--- src/rtl/pipe_stage_reg.sv ---
// pipe_stage_reg: two-entry elastic pipeline register (main + skid).
// in_ready is registered so no combinational path runs from out_ready back
// upstream; the skid entry absorbs the one extra beat that can arrive while
// downstream stalls. Bubbles present as all-zero payload with A3 = 0 and are
// counted in a saturating bubble counter.
module pipe_stage_reg #(
  parameter int DW = 32,
  parameter int AW = 5,
  parameter int CW = 16
) (
  input  logic          clk,
  input  logic          reset,
  input  logic          flush,
  input  logic          in_valid,
  output logic          in_ready,
  input  logic [DW-1:0] in_data,
  input  logic [AW-1:0] in_a3,
  output logic          out_valid,
  input  logic          out_ready,
  output logic [DW-1:0] out_data,
  output logic [AW-1:0] out_a3,
  output logic [CW-1:0] bubble_cnt
);

  typedef enum logic [1:0] {
    EMPTY = 2'd0,
    ONE   = 2'd1,
    TWO   = 2'd2
  } state_t;

  state_t        state_q, state_d;
  logic [DW-1:0] main_data_q, main_data_d;
  logic [AW-1:0] main_a3_q, main_a3_d;
  logic [DW-1:0] skid_data_q, skid_data_d;
  logic [AW-1:0] skid_a3_q, skid_a3_d;
  logic          in_ready_q, in_ready_d;
  logic [CW-1:0] bubble_cnt_q, bubble_cnt_d;

  logic in_xfer;
  logic out_xfer;

  // Saturating increment: holds at all-ones instead of wrapping.
  function automatic logic [CW-1:0] sat_inc(input logic [CW-1:0] c);
    logic [CW-1:0] one;
    one = {{(CW-1){1'b0}}, 1'b1};
    return (c == {CW{1'b1}}) ? c : c + one;
  endfunction

  assign in_ready   = in_ready_q;
  assign out_valid  = (state_q != EMPTY);
  assign in_xfer    = in_valid & in_ready_q;
  assign out_xfer   = out_valid & out_ready;
  // Gate the payload so a bubble always reads as an all-zero nop, whatever
  // the holding registers contain.
  assign out_data   = out_valid ? main_data_q : '0;
  assign out_a3     = out_valid ? main_a3_q : '0;
  assign bubble_cnt = bubble_cnt_q;

  // Next-state, entry movement, registered ready and bubble counting.
  always_comb begin
    state_d     = state_q;
    main_data_d = main_data_q;
    main_a3_d   = main_a3_q;
    skid_data_d = skid_data_q;
    skid_a3_d   = skid_a3_q;

    if (flush) begin
      // Kill everything held, including any beat accepted this cycle.
      state_d     = EMPTY;
      main_data_d = '0;
      main_a3_d   = '0;
      skid_data_d = '0;
      skid_a3_d   = '0;
    end else begin
      unique case (state_q)
        EMPTY: begin
          if (in_xfer) begin
            state_d     = ONE;
            main_data_d = in_data;
            main_a3_d   = in_a3;
          end
        end
        ONE: begin
          if (in_xfer && out_xfer) begin
            main_data_d = in_data;
            main_a3_d   = in_a3;
          end else if (in_xfer) begin
            // Downstream stalled: park the new beat behind the main entry.
            state_d     = TWO;
            skid_data_d = in_data;
            skid_a3_d   = in_a3;
          end else if (out_xfer) begin
            state_d     = EMPTY;
            main_data_d = '0;
            main_a3_d   = '0;
          end
        end
        TWO: begin
          // in_ready is low here, so only the drain can happen.
          if (out_xfer) begin
            state_d     = ONE;
            main_data_d = skid_data_q;
            main_a3_d   = skid_a3_q;
            skid_data_d = '0;
            skid_a3_d   = '0;
          end
        end
        default: begin
          state_d     = EMPTY;
          main_data_d = '0;
          main_a3_d   = '0;
          skid_data_d = '0;
          skid_a3_d   = '0;
        end
      endcase
    end

    // Ready for next cycle is a function of the next occupancy only.
    in_ready_d   = (state_d != TWO);
    bubble_cnt_d = (state_q == EMPTY) ? sat_inc(bubble_cnt_q) : bubble_cnt_q;
  end

  // State and holding registers with synchronous reset taking priority.
  always_ff @(posedge clk) begin
    if (reset) begin
      state_q      <= EMPTY;
      main_data_q  <= '0;
      main_a3_q    <= '0;
      skid_data_q  <= '0;
      skid_a3_q    <= '0;
      in_ready_q   <= 1'b1;
      bubble_cnt_q <= '0;
    end else begin
      state_q      <= state_d;
      main_data_q  <= main_data_d;
      main_a3_q    <= main_a3_d;
      skid_data_q  <= skid_data_d;
      skid_a3_q    <= skid_a3_d;
      in_ready_q   <= in_ready_d;
      bubble_cnt_q <= bubble_cnt_d;
    end
  end

endmodule

--- config.mk ---
export PLATFORM = sky130hd
export DESIGN_NAME = pipe_stage_reg
export DESIGN_NICKNAME = d
export VERILOG_FILES = /design/src/rtl/pipe_stage_reg.sv
export SDC_FILE = /design/constraint.sdc
export NUM_CORES = 1
export LEC_CHECK = 0
export ABC_AREA = 0
export CORE_MARGIN = 1.5
export CORE_UTILIZATION = 45
export CTS_CLUSTER_DIAMETER = 50
export DETAILED_ROUTE_END_ITERATION = 8
export PLACE_DENSITY_LB_ADDON = 0.25
export SKIP_CTS_REPAIR_TIMING = 1
export SLEW_MARGIN = 30
export SYNTH_ARGS = -nofsm -noshare
export SYNTH_HDL_FRONTEND = slang
export SYNTH_SLANG_ARGS = --single-unit
--- constraint.sdc ---
create_clock -name clk -period 1.7 [get_ports clk]
set_input_delay 0.34 -clock clk [delete_from_list [all_inputs] [get_ports clk]]
set_output_delay 0.34 -clock clk [all_outputs]
set_load 0.005 [all_outputs]
==> run_results.csv, run 1 <==
group,metric,value,unit
outcome,violations,"setup timing",
global_routing,grt_usage,20.61,%
floorplan,pin_count,97,
drt,drt.antenna.violating_nets,0,
timing,fin_crit_sh,107.4,%
yosys,yosys.area_share.simple,26.56,%
cts,clk_path_buf_depth,2,
placement,place.gp.congestion,0.7926,
drt,vias,3818,
timing,worstMarginPinSlew,0.3455,ns
drt,dr.pass1.iters,9,
yosys,yosys-top-cells-area,"dfxtp_1, and2_1, mux2i_1, a222oi_1, nor2_1",
outcome,status,"finished, violations left",
yosys,yosysTopAreaCellShare,44.30,%
floorplan,die_w,99.64,um
yosys,synth_top_family_by_area,"simple AND/OR/NAND/NOR gates",
cts,clkTransAtPathRegs,0.08,ns
worst_setup_path,arrival,1.49,ns
cts,clk_latency,0.36,ns
timing,finalSetupViolations,28,
yosys,yosysSeqAreaShare,44.30,%
timing,setup-tns-final,-2.858,ns
job,cap_violations,0,
worst_setup_path,cp_max_fo,13,
yosys,synth-edff-count,0,
yosys,yosysUniqueCellTypes,45,
yosys,synth_adder_area_share,0.2977,%
floorplan,fp.dieArea,0.009928,mm^2
timing,fin_ws,-0.1255,ns
yosys,synth_nets,497,
cts,cts_tree,"built",
worst_hold_path,hp-start,"skid_data_q[13]$_SDFFE_PP0P_",
yosys,ys.flop_type,"dfxtp_1",
global_routing,grt_pass1_vias,3619,
power_and_ir_drop,p_leak,2.402,nW
cts,numCtsBuffers,9,
worst_setup_path,timing.rr.start,"bubble_cnt[0]$_SDFFE_PP0P_",
cells_and_area,drive_above_1_share,27.24,%
worst_setup_path,startpoint,"state_q[0]$_SDFF_PP0_",
cts,clock_sinks,93,
placement,io_buffers,96,
worst_setup_path,critPathKind,"flop to primary output",
floorplan,row_count,35,
cells_and_area,syn_to_final_growth,42.81,%
placement,dp_hpwl,7.077,mm
cts,cts-root-buf,"clkbuf_8",
cts,htreeDepth,3,
floorplan,core_area,0.009153,mm^2
power_and_ir_drop,powerDensity,722.5,mW/mm^2
drt,avgViaCountPerCell,5.525,
drt,drt-total-wl,10.99,mm
power_and_ir_drop,power,4.336,mW
yosys,synth_area,0.004203,mm^2
worst_setup_path,worstSetupEndpointType,"primary output",
global_routing,antenna_found_initial,0,
power_and_ir_drop,peakVddDrop,0.4588,mV
yosys,synth_compound_area_share,12.77,%
yosys,synthCells,454,
timing,max_freq,0.5478,GHz
drt,wl_per_cell,15.90,um
global_routing,grt_pass1_wl,16.68,mm
floorplan,fp.dieH,99.64,um
timing,slew_violations,0,
floorplan,floorplan.initialDensity,45.92,%
drt,dr.first_iter.drc_count,273,
drt,route.detailed.drc,0,
timing,slew_headroom,76.79,%
worst_hold_path,hp-class,"flop to flop",
worst_setup_path,crit_path_start_kind,"flop",
cells_and_area,fillers,770,
yosys,synth_top_area_cell,"dfxtp_1",
worst_setup_path,cp_data_required_time,1.36,ns
timing,rsz0062_at_grt,"true",
yosys,yosys_warnings,0,
timing,hold_viol,0,
yosys,synth_mux_area_share,10.12,%
global_routing,grt_overflow,0,
timing,skew,0.01716,ns
cells_and_area,diodes,0,
yosys,async_flop_share,0,%
yosys,synth_seq_cells,93,
cells_and_area,layout.nets,618,
yosys,synthTopCellsByCount,"dfxtp_1, nor2_1, and2_1",
yosys,syn_area_per_cell,9.257,um^2
yosys,yosysMostFrequentCell,"dfxtp_1",
yosys,synth-xor-area-share,0.6252,%
global_routing,grt_max_degree,50,
timing,fin_crit,1.826,ns
-- sequential cells by signal, indices dropped and copies added (netlist names) --
register and flops:
in_ready 1, main_a3_q 5, bubble_cnt 16, skid_data_q 32, skid_a3_q 5, main_data_q 32, state_q 2
-- where the power goes --
group / total (mW) / leakage, nW / internal [mW] / switching (mW)
clock network: 1.48 / 0.0931 / 0.691 / 0.791
registers: 2.24 / 0.759 / 2.22 / 0.0263
logic: 0.611 / 1.55 / 0.338 / 0.273
total: 4.34 / 2.40 / 3.25 / 1.09
-- final timing paths --
check / slack (ns) / end / depth (start not counted)
hold reg to reg: 0.50 / skid_data_q[13]$_SDFFE_PP0P_ / 2
setup reg to reg: 0.04 / bubble_cnt[0]$_SDFFE_PP0P_ / 6
hold / removal: 0.50 / skid_data_q[13]$_SDFFE_PP0P_ / 2
setup / recovery: -0.13 / out_data[19] / 6
-- cells by family (layout without fill, tap and decap cells) --
| group | Yosys count | in the layout |
|---|---|---|
| simple gates | 208 | 208 |
| flops | 93 | 93 |
| compound gates | 64 | 64 |
| buf+inv | 43 | 169 |
| mux | 42 | 42 |
| xor+xnor | 3 | 3 |
| fa+ha+maj | 1 | 1 |
-- cell type report --
cell class / count / area (um^2) / area share [%]
Inverter: 6 / 27.53 / 0.4586
Multi-Input combinational cell: 318 / 2275 / 37.90
Clock inverter: 6 / 71.32 / 1.188
Timing Repair Buffer: 147 / 1480 / 24.66
Clock buffer: 10 / 127.6 / 2.126
Sequential cell: 93 / 1882 / 31.35
Tap cell: 111 / 138.9 / 2.314
-- cell usage in the layout, fill, tap and decap left out, types with 2 or more instances in the layout --
cell type / Yosys / final
nand3_1: 3 / 3
buf_12: 0 / 12
dfxtp_4: 0 / 2
nor2_1: 84 / 83
buf_6: 5 / 17
nor2b_1: 6 / 5
or3_1: 7 / 7
clkinv_4: 0 / 3
dfxtp_1: 93 / 81
nor3_1: 2 / 2
nor2_4: 1 / 2
nand4_1: 3 / 3
o21ai_0: 5 / 5
nand4_2: 2 / 2
nor4_2: 0 / 2
xor2_1: 2 / 2
o31ai_1: 4 / 4
a21oi_1: 12 / 10
nand2_1: 8 / 8
clkdlybuf4s50_1: 0 / 55
mux2_1: 3 / 2
or4_1: 2 / 2
inv_1: 5 / 5
nand2b_1: 3 / 3
and2_0: 7 / 7
dfxtp_2: 0 / 10
and2_4: 0 / 26
mux2i_1: 38 / 38
clkbuf_8: 0 / 9
a211oi_1: 2 / 2
clkbuf_2: 0 / 23
and2_1: 68 / 42
buf_4: 4 / 29
dlymetal6s2s_1: 0 / 8
clkbuf_16: 0 / 2
clkinvlp_4: 0 / 2
a222oi_1: 37 / 37
-- layer usage --
| layer | wire length [um] | vias to the layer above | track usage (%) |
|---|---|---|---|
| li1 | - | 1856 | - |
| met4 | 95 | 0 | 6.609 |
| met2 | 5522 | 120 | 36.04 |
| met1 | 4805 | 1835 | 25.98 |
| met5 | 0 | - | 0 |
| met3 | 568 | 7 | 3.303 |
-- critical path: stages, from the launching register on --
cell and delay [ns]:
dfxtp_2 0.34, nor2_4 0.14, clkinv_4 0.11, buf_12 0.16, buf_12 0.12, and2_1 0.16, clkbuf_2 0.11
-- metrics by stage --
step | cells | hold WS [ns] | util, % | cell area, um^2 | worst slack (ns)
after floorplan | 454 | 0.4299 | - | 4205 | 0.02448
after global placement | 663 | 0.4726 | 60.77 | 5562 | -0.2361
after detailed placement | 663 | 0.4854 | 60.77 | 5562 | -0.3313
after CTS | 679 | 0.5068 | 62.94 | 5761 | -0.3957
after global routing | 691 | 0.5352 | 65.58 | 6002 | -0.1935
final | 691 | 0.5020 | 65.58 | 6002 | -0.1255
Power figures use the tool's default switching activity.
==> run 2: changes to the inputs <==
--- a/config.mk
+++ b/config.mk
@@ -5,7 +5,6 @@
 export SDC_FILE = /design/constraint.sdc
 export NUM_CORES = 1
 export LEC_CHECK = 0
-export ABC_AREA = 0
 export CORE_MARGIN = 1.5
 export CORE_UTILIZATION = 45
 export CTS_CLUSTER_DIAMETER = 50
==> results of run 2 <==
Same layout as run 1: the final DEF is identical, and so are final timing and power.
